$ cat config.mk
export PLATFORM = sky130hd
export DESIGN_NAME = pipe_stall_ctrl
export DESIGN_NICKNAME = d
export VERILOG_FILES = /design/src/rtl/pipe_stall_ctrl.sv
export SDC_FILE = /design/constraint.sdc
export NUM_CORES = 1
export LEC_CHECK = 0
export ABC_AREA = 1
export CAP_MARGIN = 15
export CELL_PAD_IN_SITES_DETAIL_PLACEMENT = 0
export CELL_PAD_IN_SITES_GLOBAL_PLACEMENT = 1
export CORE_MARGIN = 10
export CORE_UTILIZATION = 38
export DETAILED_ROUTE_END_ITERATION = 7
export PLACE_DENSITY = 0.8
export SKIP_LAST_GASP = 1
export SLEW_MARGIN = 20
export SYNTH_ARGS = -nofsm -noshare
export SYNTH_HDL_FRONTEND = slang
export SYNTH_SLANG_ARGS = --single-unit
$ cat constraint.sdc
create_clock -name clk -period 2.3 [get_ports clk]
set_input_delay 0.46 -clock clk [delete_from_list [all_inputs] [get_ports clk]]
set_output_delay 0.46 -clock clk [all_outputs]
set_load 0.005 [all_outputs]
$ cat src/rtl/pipe_stall_ctrl.sv
// pipe_stall_ctrl
//   Scoreboard-based interlock and call/ret sequencer that sits beside ID.
//   Each of R1..R15 has a countdown of cycles until its pending write is
//   readable by ID. Operand-dependent instructions are held in ID until the
//   countdowns of their sources reach zero. A call/ret that issues freezes
//   fetch and flushes IF/ID until the committed PC update arrives, or until
//   the wait times out.
//
// Parameters
//   WB_LAT      cycles from issue until the write is readable (1..7)
//   CF_TIMEOUT  maximum CF_WAIT cycles before abort (1..255)
//
// Ports
//   clk, rst                      clock, synchronous active-high reset
//   id_valid                      ID holds a valid instruction
//   id_rs/id_rt/id_rd [3:0]       source register ids in ID
//   id_rs_used/rt_used/rd_used    corresponding field is read as a source
//   id_data_reg                   rs is replaced by R14 (data segment)
//   id_we, id_wr [3:0]            instruction writes register id_wr
//   id_call, id_ret               ID instruction is a call/ret
//   pc_update                     one-cycle pulse: new PC committed
//   stall_fetch                   hold PC and IF/ID
//   bubble                        load NOP into ID/EX
//   flush_ifid                    load NOP into IF/ID
//   busy_mask [15:0]              bit r: register r has a pending write
//   cf_state [1:0]                0=IDLE, 1=CF_WAIT, 2=CF_RESUME
//   cf_timeout                    sticky: a CF_WAIT aborted on timeout
module pipe_stall_ctrl #(
  parameter int unsigned WB_LAT     = 3,
  parameter int unsigned CF_TIMEOUT = 15
) (
  input  logic        clk,
  input  logic        rst,
  input  logic        id_valid,
  input  logic [3:0]  id_rs,
  input  logic [3:0]  id_rt,
  input  logic [3:0]  id_rd,
  input  logic        id_rs_used,
  input  logic        id_rt_used,
  input  logic        id_rd_used,
  input  logic        id_data_reg,
  input  logic        id_we,
  input  logic [3:0]  id_wr,
  input  logic        id_call,
  input  logic        id_ret,
  input  logic        pc_update,
  output logic        stall_fetch,
  output logic        bubble,
  output logic        flush_ifid,
  output logic [15:0] busy_mask,
  output logic [1:0]  cf_state,
  output logic        cf_timeout
);

  typedef enum logic [1:0] {
    CF_IDLE   = 2'd0,
    CF_WAIT   = 2'd1,
    CF_RESUME = 2'd2
  } cf_state_t;

  localparam logic [2:0] LAT_LOAD = 3'(WB_LAT);
  localparam logic [7:0] TO_LAST  = 8'(CF_TIMEOUT - 1);

  cf_state_t   state_q;
  logic [7:0]  wait_q;
  logic [2:0]  cnt_q [1:15];   // R0 is hard-wired and never tracked

  logic [15:0] busy;
  logic [3:0]  src_a;
  logic        hazard;
  logic        issue;

  assign cf_state = state_q;

  // Hazard detection is purely combinational so a dependent instruction is
  // held in the very cycle it reaches ID.
  always_comb begin
    busy = '0;
    for (int unsigned r = 1; r < 16; r++) begin
      busy[r] = (cnt_q[r] != '0);
    end
    src_a  = id_data_reg ? 4'd14 : id_rs;
    hazard = id_valid &
             (((id_rs_used | id_data_reg) & busy[src_a]) |
              (id_rt_used & busy[id_rt]) |
              (id_rd_used & busy[id_rd]));
    issue  = id_valid & ~hazard & (state_q == CF_IDLE) & ~rst;
  end

  // Strobes and the visible mask are forced low during reset, including a
  // reset that lands in the middle of a call/ret wait.
  always_comb begin
    stall_fetch = 1'b0;
    bubble      = 1'b0;
    flush_ifid  = 1'b0;
    busy_mask   = rst ? '0 : busy;
    if (!rst) begin
      case (state_q)
        CF_IDLE: begin
          stall_fetch = hazard;
          bubble      = hazard;
        end
        CF_WAIT: begin
          stall_fetch = 1'b1;
          bubble      = 1'b1;
          flush_ifid  = 1'b1;
        end
        CF_RESUME: begin
          // Fetch restarts from the new PC; the stale IF/ID entry is dropped.
          bubble      = 1'b1;
          flush_ifid  = 1'b1;
        end
        default: ;
      endcase
    end
  end

  always_ff @(posedge clk) begin
    if (rst) begin
      for (int unsigned r = 1; r < 16; r++) begin
        cnt_q[r] <= '0;
      end
      state_q    <= CF_IDLE;
      wait_q     <= '0;
      cf_timeout <= 1'b0;
    end else begin
      // A new write reloads the full latency, so a WAW pair always resolves
      // to the later producer; the load wins over the same-cycle decrement.
      for (int unsigned r = 1; r < 16; r++) begin
        if (issue && id_we && (id_wr == 4'(r))) begin
          cnt_q[r] <= LAT_LOAD;
        end else if (cnt_q[r] != '0) begin
          cnt_q[r] <= cnt_q[r] - 3'd1;
        end
      end

      case (state_q)
        CF_IDLE: begin
          if (issue && (id_call || id_ret)) begin
            state_q <= CF_WAIT;
            wait_q  <= '0;
          end
        end
        CF_WAIT: begin
          wait_q <= wait_q + 8'd1;
          if (pc_update) begin
            state_q <= CF_RESUME;
          end else if (wait_q == TO_LAST) begin
            cf_timeout <= 1'b1;
            state_q    <= CF_IDLE;
          end
        end
        CF_RESUME: state_q <= CF_IDLE;
        default:   state_q <= CF_IDLE;
      endcase
    end
  end

endmodule

; ---- Yosys cells after proc, flatten, opt, wreduce, memory -nomap -nowiden
; Memories as Yosys holds them, arrays and structs flattened.
; Index checks and enable logic that the tools add are counted.
[word_totals]
ramBits = 45
inputBits = 27
reg_bits = 11
n_memories = 1
[mem_list]
columns = name, words, word_bits, rd, rd_clocked_by_memory_dff, write_ports, line_no
row1 = cnt_q, 15, 3, 15, 0, 15, 66  ; logic [2:0] cnt_q [1:15];
[op_classes]
reduce_logical = 39
eq_ne = 20
n_mux = 157
bitwise = 43
add_sub_neg = 16
n_lt_le_gt_ge = 3
[op_table]
columns = cell, count
row1 = two-way mux 1 bit, 114
row2 = two-way mux 3 bit, 30
row3 = nonzero test 3 bit, 15
row4 = "subtractor 3 x 1 -> 3 bit, second input constant", 15
row5 = bitwise OR 1 bit, 33
row6 = "== test 4 bit, second input constant", 8
row7 = logical AND 1 bit, 17
row8 = "== test 4 x 3 -> 1 bit, second input constant", 4
row9 = two-way mux 16 bit, 1
row10 = case mux 8 bit (2 select lines), 1
row11 = "less-than comparator 4 x 5 -> 1 bit, second input constant", 3
row12 = binary-select mux 1 bit (select 4 bit), 3
row13 = "adder 8 x 1 -> 8 bit, second input constant", 1
row14 = "== test 4 x 2 -> 1 bit, second input constant", 2
row15 = "== test 8 x 4 -> 1 bit, second input constant", 1
row16 = two-way mux 8 bit, 1
row17 = AND 1 bit, 7
row18 = two-way mux 2 bit, 3
row19 = "== test 4 x 1 -> 1 bit, second input constant", 1
row20 = two-way mux 4 bit, 1
row21 = case mux 1 bit (2 select lines), 2
row22 = case mux 2 bit (2 select lines), 1
row23 = AND reduction 2 bit, 2
row24 = "inequality test 3 bit, second input constant", 1
row25 = other kinds (9), 11

; ---- Longest topological paths before layout
; An unclocked memory read counts as a cell.
[logic_depth]
depth_word = 19
mapped_depth = 16

; ---- Worst setup path after synthesis
; OpenSTA, ideal clock, no wires.
[synth_timing]
path_kind = reg-to-reg
from = register, netlist name cnt_q[0][36]
to = register, netlist name cnt_q[0][12]
path_stages_with_launch = 16
t_arrival_ns = 1.869
n_path_buf = 0
setup_slack_ns = 0.124
path_cell_list = edfxtp_1 inv_1 ha_1 ha_1 inv_1 a21oi_2 nand2_1 nand2_1 nor2_1 nor2_1 nor2_2 nor2_4 nand3_4 nor3_4 nand2_1 nand3_1

==> impl_metrics.json <==
{
  "io_buffers": 47,
  "r2r_end": "cnt_q[0][35]",
  "die-area_mm2": 0.0146,
  "antenna_found_initial": 0,
  "track_usage_pct": 14.5,
  "hold_start": "cf_timeout",
  "p_per_area_mw_per_mm2": 1090,
  "avgSynthCellArea_um2": 7.88,
  "grt.overflow.total": 0,
  "path_clk_slew_ps": 100,
  "critPathLaunchType": "register",
  "wl_per_cell_um": 14.9,
  "finalWirelength_um": 11000,
  "max_slew_margin_pct": 8.18,
  "worstPathRequired_ps": 1840,
  "status": "finished with violations",
  "hold_end": "cf_timeout",
  "grt_pass1_vias": 3676,
  "cts_tree": "done",
  "setup_viol": 92,
  "cts_buffers": 5,
  "clock_path_buffers": 2,
  "synth_cell_types": 33,
  "drv_cap": 0,
  "ys.flop_type": "edfxtp_1",
  "areaGrowthSynthToFinish_pct": 50.3,
  "netlist_area_mm2": 0.00387,
  "dr.pass1.iters": 4,
  "grt_max_degree": 19,
  "reg2reg_depth": 16,
  "die_w_um": 121,
  "slew_violations": 0,
  "vias": 3614,
  "fmax_mhz": 365,
  "vias_per_cell": 4.90,
  "fin_cells": 737,
  "violations": "negative setup slack",
  "finalHoldViolations": 0,
  "placeableCoreArea_mm2": 0.00986,
  "htreeDepth": 2,
  "gp_congestion": 0.929,
  "tightest_slew_ps": 1380,
  "nNetsFinal": 665,
  "yosys_warnings": 0,
  "grt_pass1_wl_um": 17300,
  "initial_core_util_pct": 39.2,
  "hold_path_class": "reg2reg",
  "ant_nets": 0,
  "leakagePower_nw": 2.65,
  "die_h_um": 121,
  "n_antenna_cell": 0,
  "synth_seq_cells": 56,
  "drive_above_1_share_pct": 35.9,
  "r2r_slack_ps": -290,
  "setup.worst_path.class": "reg2out",
  "synthCells": 491,
  "fin_crit_ps": 2740,
  "setup_ws_ps": -438,
  "crit_path_max_fanout": 4,
  "rsz0062_at_grt": "yes",
  "final.setup.tns_ps": -18280,
  "cts.sinks": 56,
  "whs_ps": 491,
  "period_share_pct": 119,
  "drt_iter0_markers": 171,
  "fp-row-count": 36,
  "dp.final_hpwl_um": 7560,
  "yosysMostFrequentCell": "inv_1",
  "async_reset_ff_share_pct": 0,
  "irDropWorstVdd_v": 0.000438,
  "synth_largest_area_cell": "edfxtp_1",
  "cp-end-kind": "primary output",
  "cts_root_buf": "clkbuf_8",
  "synth_edf_count": 45,
  "syn-num-nets": 553,
  "ys_seq_area_share_pct": 40.6,
  "r2r_start": "cnt_q[0][16]",
  "synthDominantCellAreaShare_pct": 34.9,
  "skew_ps": 18.4,
  "io_pins": 49,
  "drc": 0,
  "post-place-cells": 705,
  "ys_top_cells_by_area": "edfxtp_1 35%, ha_1 11%, inv_1 9.8%",
  "hold_path_depth": 1,
  "cp.arrival_ps": 2280,
  "ys_top_cells_by_count": "101 x inv_1, 93 x nand2_1, 55 x nand3_1",
  "clk_latency_ps": 330
}
-- what timing repair did --
item / CTS / global route
gates cloned: 1 / 0
setup buffers: 17 / 6
endpoints found under the hold margin: 0 / 0
hold buffers: 0 / 0
resized for setup: 156 / 70
pin swaps: 39 / 38
setup endpoints to repair: 115 / 102
-- cell families after synthesis --
| kind of cell | Yosys count | share of synthesized area (%) |
|---|---|---|
| AOI/OAI and AO/OA | 54 | 7.21 |
| xor gates and xnor gates | 2 | 0.453 |
| adders and majority gates | 35 | 11.3 |
| buffers and inverters | 115 | 12.1 |
| DFF | 56 | 40.6 |
| other | 1 | 0.0969 |
| and+or+nand+nor | 228 | 28.2 |
-- how the worst max path moves through the flow --
stage                     cells past startpoint         start  slack [ps]            to
final                                        15  cnt_q[0][36]        -440        bubble
after global routing                         15  cnt_q[0][21]        -590        bubble
after CTS                                    15  cnt_q[0][27]        -420        bubble
after detailed placement                     12      id_rd[0]        -930        bubble
after global placement                       12      id_rd[0]        -860        bubble
after floorplan                              15  cnt_q[0][36]         120  cnt_q[0][12]
-- layer usage --
| layer | wire [µm] | vias up | global-route usage, % | part of all wire, % |
|---|---|---|---|---|
| met1 | 4510 | 1710 | 16.9 | 41 |
| met2 | 5650 | 85 | 25.7 | 51 |
| met3 | 654 | 13 | 2.98 | 6.0 |
| met4 | 165 | 0 | 4.68 | 1.5 |
| met5 | 0 | - | 0 | 0 |
| li1 | - | 1806 | - | - |
-- power by group --
group,leakage [nW],switching (W),internal [W],total [W]
sequential,0.588,0.000144,0.00162,0.00176
clock,0.0600,0.000356,0.000331,0.000687
combinational,2.00,0.00197,0.00189,0.00387
-- sequential cells by signal, indices dropped and copies added (netlist names) --
| register | count |
|---|---|
| cf_state | 2 |
| cf_timeout | 1 |
| cnt_q | 45 |
| wait_q | 8 |
-- area by class of cell --
type / count / area (µm²)
sequential: 56 / 1570
fill: 846 / 4050
clock buffer: 5 / 68.8
timing repair buffer: 113 / 1030
multi-input combinational: 320 / 2490
clock inverter: 3 / 46.3
tap: 133 / 166
inverter: 107 / 439
-- cell usage in the layout (no fill, tap or decap), types with 14 or more instances in the layout --
cell type         n
buf_4            51
clkdlybuf4s50_1  25
dlygate4sd2_1    19
edfxtp_1         45
ha_4             18
inv_1            86
nand2_1          69
nand2_2          14
nand3_1          32
nand3_4          14
nor2_1           42
o21ai_0          20
-- critical path, stage by stage (launching register included) --
cell and delay [ps]:
edfxtp_1 370, inv_1 50, ha_2 190, ha_4 170, inv_4 100, nand2_1 60, nand3_1 60, nand3_1 70
nand3_1 100, nand3_2 90, nand2_2 90, nor2_4 50, nor2_2 100, nand2_2 90, a211oi_2 210, buf_2 150
-- stage by stage --
| stage | power [W] | cell area [µm²] | util, % | setup slack (ps) |
|---|---|---|---|---|
| 5_1_grt | 0.00682 | 5810 | 58.9 | -586 |
| 3_5_place_dp | 0.00445 | 4780 | 48.4 | -928 |
| 6_report | 0.00631 | 5810 | 58.9 | -438 |
| 3_3_place_gp | 0.00436 | 4780 | 48.4 | -860 |
| 4_1_cts | 0.00591 | 5470 | 55.5 | -425 |
| 2_1_floorplan | 0.00327 | 3870 | - | 124 |
Note: power is estimated with default switching activity, not from simulation.
